--- config.mk ---
export PLATFORM = sky130hd
export DESIGN_NAME = mvm_ctrl_flat
export DESIGN_NICKNAME = d
export VERILOG_FILES = /design/src/rtl/mvm_ctrl_pkg.sv /design/src/rtl/mvm_ctrl_if.sv /design/src/rtl/mvm_ctrl_rr_arb.sv /design/src/rtl/mvm_ctrl.sv /design/src/flat_wrapper.sv
export SDC_FILE = /design/constraint.sdc
export NUM_CORES = 1
export LEC_CHECK = 0
export ABC_AREA = 1
export CAP_MARGIN = 5
export CELL_PAD_IN_SITES_DETAIL_PLACEMENT = 1
export CELL_PAD_IN_SITES_GLOBAL_PLACEMENT = 1
export CORE_MARGIN = 2
export CORE_UTILIZATION = 25
export CTS_CLUSTER_SIZE = 8
export DETAILED_ROUTE_END_ITERATION = 6
export DONT_BUFFER_PORTS = 1
export GPL_ROUTABILITY_DRIVEN = 0
export GPL_TIMING_DRIVEN = 0
export PLACE_DENSITY_LB_ADDON = 0.1
export SLEW_MARGIN = 15
export SYNTH_ARGS = -nofsm -noshare
export SYNTH_HDL_FRONTEND = slang
export SYNTH_SLANG_ARGS = --single-unit
--- constraint.sdc ---
create_clock -name i_clk -period 2.7 [get_ports i_clk]
set_clock_uncertainty 0.2 [all_clocks]
set_input_delay 0 -clock i_clk [delete_from_list [all_inputs] [get_ports i_clk]]
set_output_delay 0 -clock i_clk [all_outputs]
set_load 0.05 [all_outputs]
--- src/rtl/mvm_ctrl_pkg.sv ---
// rtl/mvm_ctrl_pkg.sv - shared state encoding and timing constants for the MVM controller
package mvm_ctrl_pkg;

  typedef enum logic [2:0] {
    ST_IDLE,
    ST_LOAD_M,
    ST_LOAD_V,
    ST_START,
    ST_WAIT,
    ST_DRAIN
  } state_t;

  // Core completion must arrive within TMO_MULT*K*K cycles of core_start.
  localparam int TMO_MULT = 4;

endpackage

--- src/rtl/mvm_ctrl_if.sv ---
// rtl/mvm_ctrl_if.sv - requester and core bundle between the testbench/system and mvm_ctrl
interface mvm_ctrl_if
  import mvm_ctrl_pkg::*;
#(
  parameter int B    = 8,
  parameter int NREQ = 2
);
  logic [NREQ-1:0]   req;
  logic [NREQ-1:0]   req_reuse;
  logic [NREQ-1:0]   gnt;
  logic [NREQ-1:0]   in_valid;
  logic [NREQ*B-1:0] in_data;
  logic [NREQ-1:0]   in_ready;
  logic [NREQ-1:0]   out_valid;
  logic [2*B-1:0]    out_data;
  logic              out_last;
  logic [NREQ-1:0]   err;
  logic              core_loadMatrix;
  logic              core_loadVector;
  logic              core_start;
  logic [B-1:0]      core_data_in;
  logic              core_done;
  logic [2*B-1:0]    core_data_out;

  modport master (
    output req, req_reuse, in_valid, in_data, core_done, core_data_out,
    input  gnt, in_ready, out_valid, out_data, out_last, err,
           core_loadMatrix, core_loadVector, core_start, core_data_in
  );

  modport slave (
    input  req, req_reuse, in_valid, in_data, core_done, core_data_out,
    output gnt, in_ready, out_valid, out_data, out_last, err,
           core_loadMatrix, core_loadVector, core_start, core_data_in
  );
endinterface

--- src/rtl/mvm_ctrl_rr_arb.sv ---
// rtl/mvm_ctrl_rr_arb.sv - round-robin arbiter, one-hot grant, priority starts at requester 0
module rr_arb
  import mvm_ctrl_pkg::*;
#(
  parameter int N = 2
) (
  input  logic         i_clk,
  input  logic         i_rst_n,
  input  logic [N-1:0] i_req,
  input  logic         i_adv,
  output logic [N-1:0] o_gnt
);
  localparam logic [N-1:0] ONE = N'(1);

  // r_mask marks requesters ranked above the last winner; empty mask wraps to the lowest.
  logic [N-1:0] r_mask;
  logic [N-1:0] w_masked;

  assign w_masked = i_req & r_mask;
  assign o_gnt    = (|w_masked) ? (w_masked & (-w_masked)) : (i_req & (-i_req));

  // Move priority to the requesters strictly after the one just granted.
  always_ff @(posedge i_clk or negedge i_rst_n) begin
    if (!i_rst_n) begin
      r_mask <= '1;
    end else if (i_adv && (|i_req)) begin
      r_mask <= ~((o_gnt << 1) - ONE);
    end
  end
endmodule

--- src/rtl/mvm_ctrl.sv ---
// rtl/mvm_ctrl.sv - arbitrated job controller for an MVM core; optional matrix reuse via MVM_CTRL_MATRIX_REUSE_EN
module mvm_ctrl
  import mvm_ctrl_pkg::*;
#(
  parameter int K    = 8,
  parameter int B    = 8,
  parameter int NREQ = 2
) (
  input  logic      i_clk,
  input  logic      i_rst_n,
  mvm_ctrl_if.slave bus
);
  localparam int KK  = K * K;
  localparam int TMO = TMO_MULT * KK;
  localparam int CW  = $clog2(TMO);

  state_t          r_state, w_state_nxt;
  logic [CW-1:0]   r_cnt;
  logic            r_started;
  logic [NREQ-1:0] r_gnt;
  logic [NREQ-1:0] r_mat_owner;
  logic            r_mat_valid;
  logic [NREQ-1:0] w_arb_gnt;
  logic            w_vld, w_grant, w_reuse, w_load_m, w_load_v;
  logic            w_take, w_tick, w_mat_done, w_abort;
  logic [B-1:0]    w_core_din;

  rr_arb #(.N(NREQ)) u_arb (
    .i_clk   (i_clk),
    .i_rst_n (i_rst_n),
    .i_req   (bus.req),
    .i_adv   (w_grant),
    .o_gnt   (w_arb_gnt)
  );

  assign w_vld = |(bus.in_valid & r_gnt);

`ifdef MVM_CTRL_MATRIX_REUSE_EN
  assign w_reuse = r_mat_valid && (r_mat_owner == w_arb_gnt) && (|(bus.req_reuse & w_arb_gnt));
`else
  logic w_reuse_unused;
  assign w_reuse        = 1'b0;
  assign w_reuse_unused = |{bus.req_reuse, r_mat_owner, r_mat_valid};
`endif

  // Route the granted requester's word to the core; zero when nobody holds the grant.
  always_comb begin
    w_core_din = '0;
    for (int i = 0; i < NREQ; i++) begin
      if (r_gnt[i]) w_core_din = bus.in_data[i*B +: B];
    end
  end

  assign bus.gnt             = r_gnt;
  assign bus.core_data_in    = w_core_din;
  assign bus.core_loadMatrix = w_load_m;
  assign bus.core_loadVector = w_load_v;

  // Next state and all per-cycle strobes/outputs; load pulse fires on the first valid word, which is not consumed.
  always_comb begin
    w_state_nxt     = r_state;
    w_grant         = 1'b0;
    w_load_m        = 1'b0;
    w_load_v        = 1'b0;
    w_take          = 1'b0;
    w_tick          = 1'b0;
    w_mat_done      = 1'b0;
    w_abort         = 1'b0;
    bus.in_ready    = '0;
    bus.out_valid   = '0;
    bus.out_data    = '0;
    bus.out_last    = 1'b0;
    bus.err         = '0;
    bus.core_start  = 1'b0;
    case (r_state)
      ST_IDLE: begin
        if (|bus.req) begin
          w_grant     = 1'b1;
          w_state_nxt = w_reuse ? ST_LOAD_V : ST_LOAD_M;
        end
      end
      ST_LOAD_M, ST_LOAD_V: begin
        if (!r_started) begin
          if (w_vld) begin
            if (r_state == ST_LOAD_M) w_load_m = 1'b1;
            else                      w_load_v = 1'b1;
          end
        end else if (w_vld) begin
          w_take       = 1'b1;
          bus.in_ready = r_gnt;
          if (r_state == ST_LOAD_M && r_cnt == CW'(KK - 1)) begin
            w_mat_done  = 1'b1;
            w_state_nxt = ST_LOAD_V;
          end else if (r_state == ST_LOAD_V && r_cnt == CW'(K - 1)) begin
            w_state_nxt = ST_START;
          end
        end else begin
          w_abort     = 1'b1;
          bus.err     = r_gnt;
          w_state_nxt = ST_IDLE;
        end
      end
      ST_START: begin
        bus.core_start = 1'b1;
        w_state_nxt    = ST_WAIT;
      end
      ST_WAIT: begin
        if (bus.core_done) begin
          w_state_nxt = ST_DRAIN;
        end else if (r_cnt == CW'(TMO - 1)) begin
          w_abort     = 1'b1;
          bus.err     = r_gnt;
          w_state_nxt = ST_IDLE;
        end else begin
          w_tick = 1'b1;
        end
      end
      ST_DRAIN: begin
        w_tick        = 1'b1;
        bus.out_valid = r_gnt;
        bus.out_data  = bus.core_data_out;
        if (r_cnt == CW'(K - 1)) begin
          bus.out_last = 1'b1;
          w_state_nxt  = ST_IDLE;
        end
      end
      default: w_state_nxt = ST_IDLE;
    endcase
  end

  // State register.
  always_ff @(posedge i_clk or negedge i_rst_n) begin
    if (!i_rst_n) r_state <= ST_IDLE;
    else          r_state <= w_state_nxt;
  end

  // Word/cycle counter, load-started flag, held grant and stored-matrix bookkeeping.
  always_ff @(posedge i_clk or negedge i_rst_n) begin
    if (!i_rst_n) begin
      r_cnt       <= '0;
      r_started   <= 1'b0;
      r_gnt       <= '0;
      r_mat_valid <= 1'b0;
      r_mat_owner <= '0;
    end else begin
      if (w_state_nxt != r_state) r_cnt <= '0;
      else if (w_take || w_tick)  r_cnt <= r_cnt + CW'(1);

      if (w_state_nxt != r_state)   r_started <= 1'b0;
      else if (w_load_m || w_load_v) r_started <= 1'b1;

      if (w_grant)                     r_gnt <= w_arb_gnt;
      else if (w_state_nxt == ST_IDLE) r_gnt <= '0;

      if (w_load_m || w_abort) begin
        r_mat_valid <= 1'b0;
      end else if (w_mat_done) begin
        r_mat_valid <= 1'b1;
        r_mat_owner <= r_gnt;
      end
    end
  end
endmodule

--- src/flat_wrapper.sv ---
// flat-port wrapper written by rule: the top's interface ports become plain ports
module mvm_ctrl_flat import mvm_ctrl_pkg::*;
#(
  parameter int K    = 8,
  parameter int B    = 8,
  parameter int NREQ = 2
)
  (i_clk, i_rst_n, bus_req, bus_req_reuse, bus_in_valid, bus_in_data, bus_core_done, bus_core_data_out, bus_gnt, bus_in_ready, bus_out_valid, bus_out_data, bus_out_last, bus_err, bus_core_loadMatrix, bus_core_loadVector, bus_core_start, bus_core_data_in);
  mvm_ctrl_if #(.B(B), .NREQ(NREQ)) bus_i ();
  input  logic i_clk;
  input  logic i_rst_n;
  input wire logic [$bits(bus_i.req)-1:0] bus_req;
  input wire logic [$bits(bus_i.req_reuse)-1:0] bus_req_reuse;
  input wire logic [$bits(bus_i.in_valid)-1:0] bus_in_valid;
  input wire logic [$bits(bus_i.in_data)-1:0] bus_in_data;
  input wire logic [$bits(bus_i.core_done)-1:0] bus_core_done;
  input wire logic [$bits(bus_i.core_data_out)-1:0] bus_core_data_out;
  output wire logic [$bits(bus_i.gnt)-1:0] bus_gnt;
  output wire logic [$bits(bus_i.in_ready)-1:0] bus_in_ready;
  output wire logic [$bits(bus_i.out_valid)-1:0] bus_out_valid;
  output wire logic [$bits(bus_i.out_data)-1:0] bus_out_data;
  output wire logic [$bits(bus_i.out_last)-1:0] bus_out_last;
  output wire logic [$bits(bus_i.err)-1:0] bus_err;
  output wire logic [$bits(bus_i.core_loadMatrix)-1:0] bus_core_loadMatrix;
  output wire logic [$bits(bus_i.core_loadVector)-1:0] bus_core_loadVector;
  output wire logic [$bits(bus_i.core_start)-1:0] bus_core_start;
  output wire logic [$bits(bus_i.core_data_in)-1:0] bus_core_data_in;
  assign bus_i.req = bus_req;
  assign bus_i.req_reuse = bus_req_reuse;
  assign bus_i.in_valid = bus_in_valid;
  assign bus_i.in_data = bus_in_data;
  assign bus_i.core_done = bus_core_done;
  assign bus_i.core_data_out = bus_core_data_out;
  assign bus_gnt = bus_i.gnt;
  assign bus_in_ready = bus_i.in_ready;
  assign bus_out_valid = bus_i.out_valid;
  assign bus_out_data = bus_i.out_data;
  assign bus_out_last = bus_i.out_last;
  assign bus_err = bus_i.err;
  assign bus_core_loadMatrix = bus_i.core_loadMatrix;
  assign bus_core_loadVector = bus_i.core_loadVector;
  assign bus_core_start = bus_i.core_start;
  assign bus_core_data_in = bus_i.core_data_in;
  mvm_ctrl #(.K(K), .B(B), .NREQ(NREQ)) u_core (.i_clk(i_clk), .i_rst_n(i_rst_n), .bus(bus_i));
endmodule
Word level (Yosys, flattened, before mapping):

Index checks and enable logic that the tools add are counted.

* bits of input ports: 41
* memories: 0
* bits in writable memories: 0
* bits in read-only memories: 0
* latch bits: 0
* bits in registers: 16

* shift operators: 0
* $add $sub $neg: 4
* div/mod/pow operators: 0
* order comparisons: 0
* multiplexer cells: 47
* multiply operators: 0
* reductions and logical operators: 14
* eq/ne operators: 9
* bitwise logic cells: 5

Operators with widths (count)
* 8-bit 2-to-1 mux: 4
* 3-bit 2-to-1 mux: 8
* 2-bit 2-to-1 mux: 11
* 1-bit 2-to-1 mux: 20
* 16-bit 2-to-1 mux: 1
* 3-bit one-hot mux with 5 select lines: 1
* 8-bit by 1-bit adder with 8-bit output (second input constant): 1
* 2-bit AND: 4
* 8-bit by 3-bit equality test with 1-bit output (second input constant): 1
* 8-bit by 6-bit equality test with 1-bit output (second input constant): 1
* 8-bit equality test (second input constant): 1
* 2-bit OR reduction: 4
* 3-bit by 2-bit equality test with 1-bit output (second input constant): 2
* 3-bit equality test (second input constant): 2
* 3-bit zero test: 2
* 2-bit nonzero test: 3
* 2-bit negation: 2
* 2-bit one-hot mux with 2 select lines: 1
* 3-bit by 1-bit equality test with 1-bit output (second input constant): 1
* 1-bit logical AND: 3
* 3-bit inequality test: 1
* 1-bit logical OR: 2
* 2-bit inverter: 1
* 1-bit one-hot mux with 2 select lines: 1
* 2-bit by 1-bit subtractor with 2-bit output (second input constant): 1

Logic depth before layout (Yosys ltp):

Gate-level depths: netlist of the first run.

* word-level depth: 10
* gate-level depth with buffers: 12

By module:

A second synthesis of the first run with hierarchy kept.

* cells, all modules: 217
* area, all modules: 1398.8 µm²

By module, submodules not included
* mvm_ctrl: instances 1, sequential area each 350.3 µm², cells each 206, area an instance 1300.0 µm²
* rr_arb: instances 1, sequential area each 52.6 µm², cells each 11, area an instance 98.8 µm²

Worst setup path before layout of the first run:

Ideal clock, no wire load.

* kind: reg-to-reg
* start: register u_core.r_state[1]
* end: register u_core.r_gnt[0], in the netlist u_core.bus.gnt[0]
* setup slack: 0.347 ns
* required time: 2.435 ns
* period minus slack after synthesis: 2.353 ns
* arrival time: 2.088 ns
* cell stages (with the launch flop): 8
* cell sequence: dfrtp_1 > inv_2 > nor3_1 > nand3b_1 > nor2_1 > nand3_1 > nand3_1 > nand2_1

* word-level cells in the longest chain between the ends: 9
* elaborated cells on any way between the ends: 22
* classes of those cells: eq/ne (5); mux (11); reduce/logical (6)

Ends and longest elaborated chain
* from (decl): RTL line mvm_ctrl.sv:17 `state_t r_state, w_state_nxt;`
* from (signal assigned): RTL line mvm_ctrl.sv:134 `else r_state <= w_state_nxt;`
* 3-bit by 2-bit equality test with 1-bit output: RTL line mvm_ctrl.sv:75, mvm_ctrl.sv:94
* 1-bit logical AND: RTL line mvm_ctrl.sv:94 `end else if (r_state == ST_LOAD_V && r_cnt == CW'(K - 1)) begin`
* 3-bit 2-to-1 mux: RTL line mvm_ctrl.sv:94
* 3-bit 2-to-1 mux: RTL line mvm_ctrl.sv:91 `if (r_state == ST_LOAD_M && r_cnt == CW'(KK - 1)) begin`
* 3-bit 2-to-1 mux: RTL line mvm_ctrl.sv:88 `end else if (w_vld) begin`
* 3-bit 2-to-1 mux: RTL line mvm_ctrl.sv:83 `if (!r_started) begin`
* 3-bit one-hot mux with 5 select lines (*): RTL line mvm_ctrl.sv:75 `case (r_state)`
* net u_core.w_state_nxt[2]: RTL line mvm_ctrl.sv:17
* 3-bit zero test (*): RTL line mvm_ctrl.sv:153 `else if (w_state_nxt == ST_IDLE) r_gnt <= '0;`
* 2-bit nonzero test (no line) (*)
* to (signal assigned): RTL line mvm_ctrl.sv:152 `if (w_grant) r_gnt <= w_arb_gnt;`
* to (decl): RTL line mvm_ctrl.sv:20 `logic [NREQ-1:0] r_gnt;`

The timed path passes the listed nets; every way through them passes the cells marked *.
A chain may end at the register's enable or synchronous reset.

Final worst setup path of the first run:

* start: register u_core.r_gnt[1], in the netlist u_core.bus.gnt[1]
* end: output bus_out_valid[1]

* word-level cells in the longest chain between the ends: 1

Ends and longest elaborated chain
* 2-bit 2-to-1 mux: RTL line mvm_ctrl.sv:75
* to (decl): RTL line flat_wrapper.sv:20 `output wire logic [$bits(bus_i.out_valid)-1:0] bus_out_valid;`

No other way between the ends.

==> results of run 1 <==
where the power goes:
group	switching (mW)	internal, mW	leakage (nW)
clock network	0.0908	0.129	0.0288
logic	0.0607	0.0112	0.589
registers	0	0.240	0.191
what timing repair did:
| action | in CTS | in global routing |
|---|---|---|
| setup endpoints to repair | 0 | 3 |
| buffers inserted | 0 | 0 |
| endpoints found under the hold margin | 24 | 0 |
| hold buffers | 9 | 0 |
kinds of logic (layout without fill, tap and decap cells):
family | Yosys count | count (layout) | synth area share, %
buffers and inverters | 45 | 60 | 12.8
XOR/XNOR | 5 | 5 | 3.33
flip-flops | 16 | 16 | 30.6
AO/OA/AOI/OAI | 11 | 11 | 5.90
AND/OR/NAND/NOR | 134 | 134 | 46.3
adder cells (fa/ha/maj) | 1 | 1 | 0.951
per-layer routing:
metal  global-route usage, %  up-vias  wire length, um
met1                    17.7      607             1840
li1                        -      675                -
met2                    24.8       60             1980
met3                    4.50        2              315
met5                       0        -                0
met4                    3.82        0               35
per-stage QoR:
| step | cell area [sq um] | instances |
|---|---|---|
| 2_1_floorplan | 1320 | 212 |
| 3_3_place_gp | 1400 | 282 |
| 3_5_place_dp | 1430 | 284 |
| 4_1_cts | 1570 | 297 |
| 5_1_grt | 1570 | 297 |
| 6_report | 1570 | 297 |
flip-flops by register name, indices dropped and copies added, names as in the netlist:
register / cells
u_core.bus.gnt: 2
u_core.r_cnt: 8
u_core.r_started: 1
u_core.r_state: 3
u_core.u_arb.r_mask: 2
cells in the mapped netlist (all sizes together) (2+ instances only):
| cell | number |
|---|---|
| a21oi | 3 |
| nor3 | 4 |
| nor2 | 46 |
| xor2 | 4 |
| clkbuf | 5 |
| dfrtp | 14 |
| nand4 | 4 |
| dfstp | 2 |
| inv | 39 |
| o21ai | 3 |
| nand3b | 2 |
| o21bai | 2 |
| nand3 | 21 |
| nand2 | 56 |
final timing paths:
check	start	to	slack (ps)	cells past startpoint
setup reg to reg	u_core.bus.gnt[0]	u_core.r_cnt[0]	230	11
hold reg to reg	u_core.u_arb.r_mask[0]	u_core.u_arb.r_mask[0]	270	2
hold / removal	bus_core_data_out[3]	bus_out_data[3]	20	2
setup / recovery	u_core.bus.gnt[1]	bus_out_valid[1]	80	4
min in group asynchronous	i_rst_n	u_core.bus.gnt[0]	80	1
max in group asynchronous	i_rst_n	u_core.r_cnt[0]	1730	1
cell usage in the layout (no fill, tap or decap), drive strengths merged, types with 2 or more instances in the layout:
cell type    count
a21oi            3
nor2            46
dlygate4sd3      9
nand3           21
buf              2
o21ai            3
clkbuf           9
dfstp            2
nand4            4
xor2             4
nor3             4
nand2           56
dfrtp           14
inv             39
nand3b           2
o21bai           2
worst max-delay path, delay by kind of cell, from the launching register on:
family | cells | cell delay [ps]
flops | 1 | 650
simple gates | 1 | 780
buf+inv | 3 | 740
final cells by class:
cell class                      instances  area share [%]
Clock buffer                            4            3.50
Tap cell                               70            5.56
Inverter                               40            9.54
Timing Repair Buffer                   11            6.44
Buffer                                  5            1.19
Multi-Input combinational cell        151            48.2
Sequential cell                        16            25.6
==> impl_results.md, run 1 <==
* Slowest-stage cell, CP: nor2_1
* CTS Sinks at 16
* Crit Path Max Fanout at 10
* Final Core Density at 30.8%
* Clock-pin slew on the worst setup and hold paths at around 70 ps
* Vias in the first global route at 1383
* Die X at roughly 77 um
* Final worst path period need at 2620 ps
* Setup TNS at 0 ps
* Area occupied by multi-input gates at about 760 sq um
* CP Class: reg -> out
* 1st-iter DRT viols at 22
* Fmax at 381 MHz
* Data required, critical path at between 2000 and 3000 ps
* Initial antenna violation count at 0
* Post-synthesis async set-or-reset flop share at 100%
* P_leak at 0.809 nW
* Final setup violation count at 0
* Fin Hold WS at approximately 20 ps
* DRT Wirelength at 4.17 mm
* Buffers on Ports at 0
* Register area at 403 sq um
* Worst Setup Start Kind: flip-flop
* Die ar. at just under 0.006 sq mm
* Biggest area consumer among synthesized cells: dfrtp_1
* Share of cells above drive strength 1 at 14.1%
* Power Total at 0.532 mW
* Number of distinct library cells after synthesis at 27
* Final-report max-slew violation count at 0
* DRC Markers at 0
* All-Layer GR Usage at 14.5%
* Via count at approximately 1300
* Pwr Density at approximately 340 mW/mm^2
* Crit path largest cell delay at just under 800 ps
* IR drop worst, VDD at 0.214 mV
* Most Frequent Cell on Critical Path: clkbuf_1
* Worst slew pin tran at 940 ps
* Top post-synthesis cells by area: dfrtp_1 (27%), nand2_1 (14%), nor2_1 (13%)
* Fin. Hold Viols at 0
* Global-route wire length before repair at 6.86 mm
* Detailed-router iteration count before antenna repair at 4
* Final nets at 270
* Pre-CTS setup slack at 336 ps
* Average wire per standard cell at 14.0 um
* Starting Density at 25.7%
* Die height at about 77 um
* Ports at 77
* Number of enable flip-flop cells after synthesis at 0
* Vias per cell at around 4.5
* Inserted Clock Buffers at 3
* Main flop type after synthesis: dfrtp_1
* CP cell instances: clkbuf_1, inv_1, clkbuf_1, nor2_1
* Layout Area Growth over Synthesis at 19.7%
* Post-route antenna net violation count at 0
* Status: completed
* Seq/Total Area, Yosys at 30.6%
* Max-cap viol count at 0
* Root buf cell: clkbuf_8
* Worst skew pair latency at 250 ps
* Final WS setup at 76.7 ps
* Largest net degree at the start of global routing at 17
* Maximum clock insertion buffer count at 2
* Total core area at 0.00511 sq mm
* Gates resized, CTS repair at 0
* Class of the worst hold path: in -> out
* Setup crit end kind: output pin
* Final HPWL DP at 3.24 mm
* Synthesized area per cell at a little over 6 sq um
* Mapped Nets at 254
* Unrepaired setup endpoints after global routing: yes
* Standard-cell rows at 26
* Congestion Overflow GR at 0
* CP arrival at approximately 2400 ps
* Yosys top cell area share at 26.6%
* YS warnings at 0
* CTS tree: done
* H-tree depth at 1
* Synth Instances at 212
* Max transition margin at around 37%
* Filler Cell Count at 678
* Post-synthesis cell area at roughly 0.0013 sq mm
* Final period utilization at 97.2%
* Yosys reg bits at 16
* N_diodes at 0
Note: power is estimated with default switching activity, not from simulation.
==> run 2, diff against run 1 <==
- CORE_MARGIN: 2 -> not set
- PLACE_DENSITY: not set -> 0.58
- PLACE_DENSITY_LB_ADDON: 0.1 -> not set
==> run 2 against run 1 <==
Net effect: the flow now finishes with violations (DRC); hold slack is essentially flat; clock-buffer cell count is the same; non-clock buffer count shrank 2; clock power shrank 2%; largest cell class unchanged; sequential power is essentially flat; wire length shrank 8.6%; first-iteration DRC count shrank 32%; highest routed layer unchanged; sequential share of layout area grew 0.33 points; register-to-register slack gained 120 ps; critical endpoint is now bus_in_ready[1]; design area shrank 1.3%.
==> impl_results.md, run 2 (same netlist as run 1, synthesis figures left out) <==
* Via count at 1331
* Gates resized, CTS repair at 0
* Layout Area Growth over Synthesis at 18.2%
* Share of cells above drive strength 1 at 14.2%
* CP arrival at 2380 ps
* DP Cell Count at ~280
* Final period utilization at 95.6%
* Buffers on Ports at 0
* Die X at 74.5 um
* H-tree depth at 1
* DRC Markers at 1
* Vias in the first global route at 1218
* Ports at 77
* Pre-CTS setup slack at 388 ps
* Setup crit end kind: output pin
* Standard-cell rows at 26
* CTS Sinks at 16
* Maximum clock insertion buffer count at 2
* N_diodes at 0
* Register area at 403 sq um
* Final HPWL DP at roughly 3.0 mm
* Starting Density at approximately a quarter
* Failing checks: DRC
* Global-route wire length before repair at 5.69 mm
* Status: complete, but fails checks
* Final setup violation count at 0
* Setup TNS at 0 ps
* Worst slew pin tran at 940 ps
* Average wire per standard cell at 12.9 um
* Crit Path Max Fanout at 10
* Class of the worst hold path: in -> out
* DRT Wirelength at ~3.8 mm
* CTS tree: done
* Data required, critical path at 2500 ps
* IR drop worst, VDD at 0.206 mV
* Worst Setup Start Kind: flip-flop
* Max-cap viol count at 0
* Most common cell after layout, fill and taps aside: nand2_1
* Congestion Overflow GR at 0
* P_leak at approximately 0.8 nW
* Die height at 74.5 um
* Inserted Clock Buffers at 3
* Reg with most FFs: u_core.r_cnt
* Die ar. at about 0.0056 sq mm
* 1st-iter DRT viols at 15
* Biggest regs: u_core.r_cnt: 8 flops, u_core.r_state: 3 flops
* Total core area at 0.00507 sq mm
* Clock-pin slew on the worst setup and hold paths at 60 ps
* Final worst path period need at about 2600 ps
* Filler Cell Count at 678
* Final WS setup at approximately 120 ps
* Initial antenna violation count at 0
* Final-report max-slew violation count at 0
* Vias per cell at 4.51
* Final nets at 268
* Detailed-router iteration count before antenna repair at 6
* Fmax at 387 MHz
* Unrepaired setup endpoints after global routing: yes
* Fin. Hold Viols at 0
* Pwr Density at 338 mW/mm^2
* Post-Layout Cell Count at 295
* Max FFs per register at 8
* Worst skew pair latency at 250 ps
* Most frequent cells in the layout: nand2_1 (49), nor2_1 (44), inv_1 (34), nand3_1 (16), dfrtp_1 (14)
* All-Layer GR Usage at 13.8%
* Area occupied by multi-input gates at 758 sq um
* Max transition margin at between 30% and 40%
* Root buf cell: clkbuf_8
* Largest net degree at the start of global routing at 17
* CP Class: reg -> out
* Post-route antenna net violation count at 0
run 2: cell types whose count changed in the layout (fill, tap and decap cells not counted), sizes merged:
cell | previous run | this run
dlygate4sd3 | 9 | 7
run 2: layout make-up:
| type | instances | area share [%] |
|---|---|---|
| multi-input cells | 151 | 48.8 |
| well taps | 70 | 5.64 |
| flip-flops and latches | 16 | 25.9 |
| clock buffers | 4 | 3.54 |
| inverters | 40 | 9.66 |
| repair buffers | 9 | 5.23 |
| plain buffers | 5 | 1.21 |
run 2: metal layers:
metal	vias up	track usage, %	wire length [um]
met2	58	25.3	1930
met4	0	4.40	20
li1	672	-	-
met1	599	16.6	1630
met3	2	1.90	231
met5	-	0	0
run 2: worst max-delay path, cell delays in order, from the launching register on:
cell and delay, ps:
dfrtp_1 650, clkbuf_1 400, inv_1 100, clkbuf_1 240, nor2_1 750
run 2: what timing repair did:
| action | CTS | global route |
|---|---|---|
| setup endpoints to repair | 0 | 2 |
| hold buffers | 7 | 0 |
| hold endpoints to repair | 23 | 0 |
| buffers inserted | 0 | 0 |
run 2: per-stage QoR:
| stage | hold slack [ps] | total power, mW | utilization (%) | instance area, sq um |
|---|---|---|---|---|
| finish | 20.2 | 0.524 | 30.6 | 1550 |
| detailed placement | -495 | 0.302 | 28.2 | 1430 |
| global placement | -495 | 0.302 | 27.6 | 1400 |
| CTS | 21.1 | 0.536 | 30.6 | 1550 |
| global route | 30.4 | 0.550 | 30.6 | 1550 |
| floorplan | -496 | 0.300 | - | 1320 |
run 2: final timing paths:
kind,from,to,slack (ps),cells past startpoint
max reg2reg,u_core.r_state[1],u_core.r_cnt[7],350,8
min in group asynchronous,i_rst_n,u_core.r_started,60,1
min reg2reg,u_core.u_arb.r_mask[0],u_core.u_arb.r_mask[0],260,2
max in group asynchronous,i_rst_n,u_core.r_cnt[1],1750,1
max,u_core.bus.gnt[1],bus_in_ready[1],120,4
min,bus_core_data_out[4],bus_out_data[4],20,2
run 2: power breakdown:
group | total, mW | internal [mW] | switching (mW) | leakage, nW
clock | 0.215 | 0.129 | 0.0853 | 0.0288
sequential | 0.240 | 0.240 | 0 | 0.191
combinational | 0.0699 | 0.0102 | 0.0597 | 0.578
total | 0.524 | 0.380 | 0.145 | 0.797
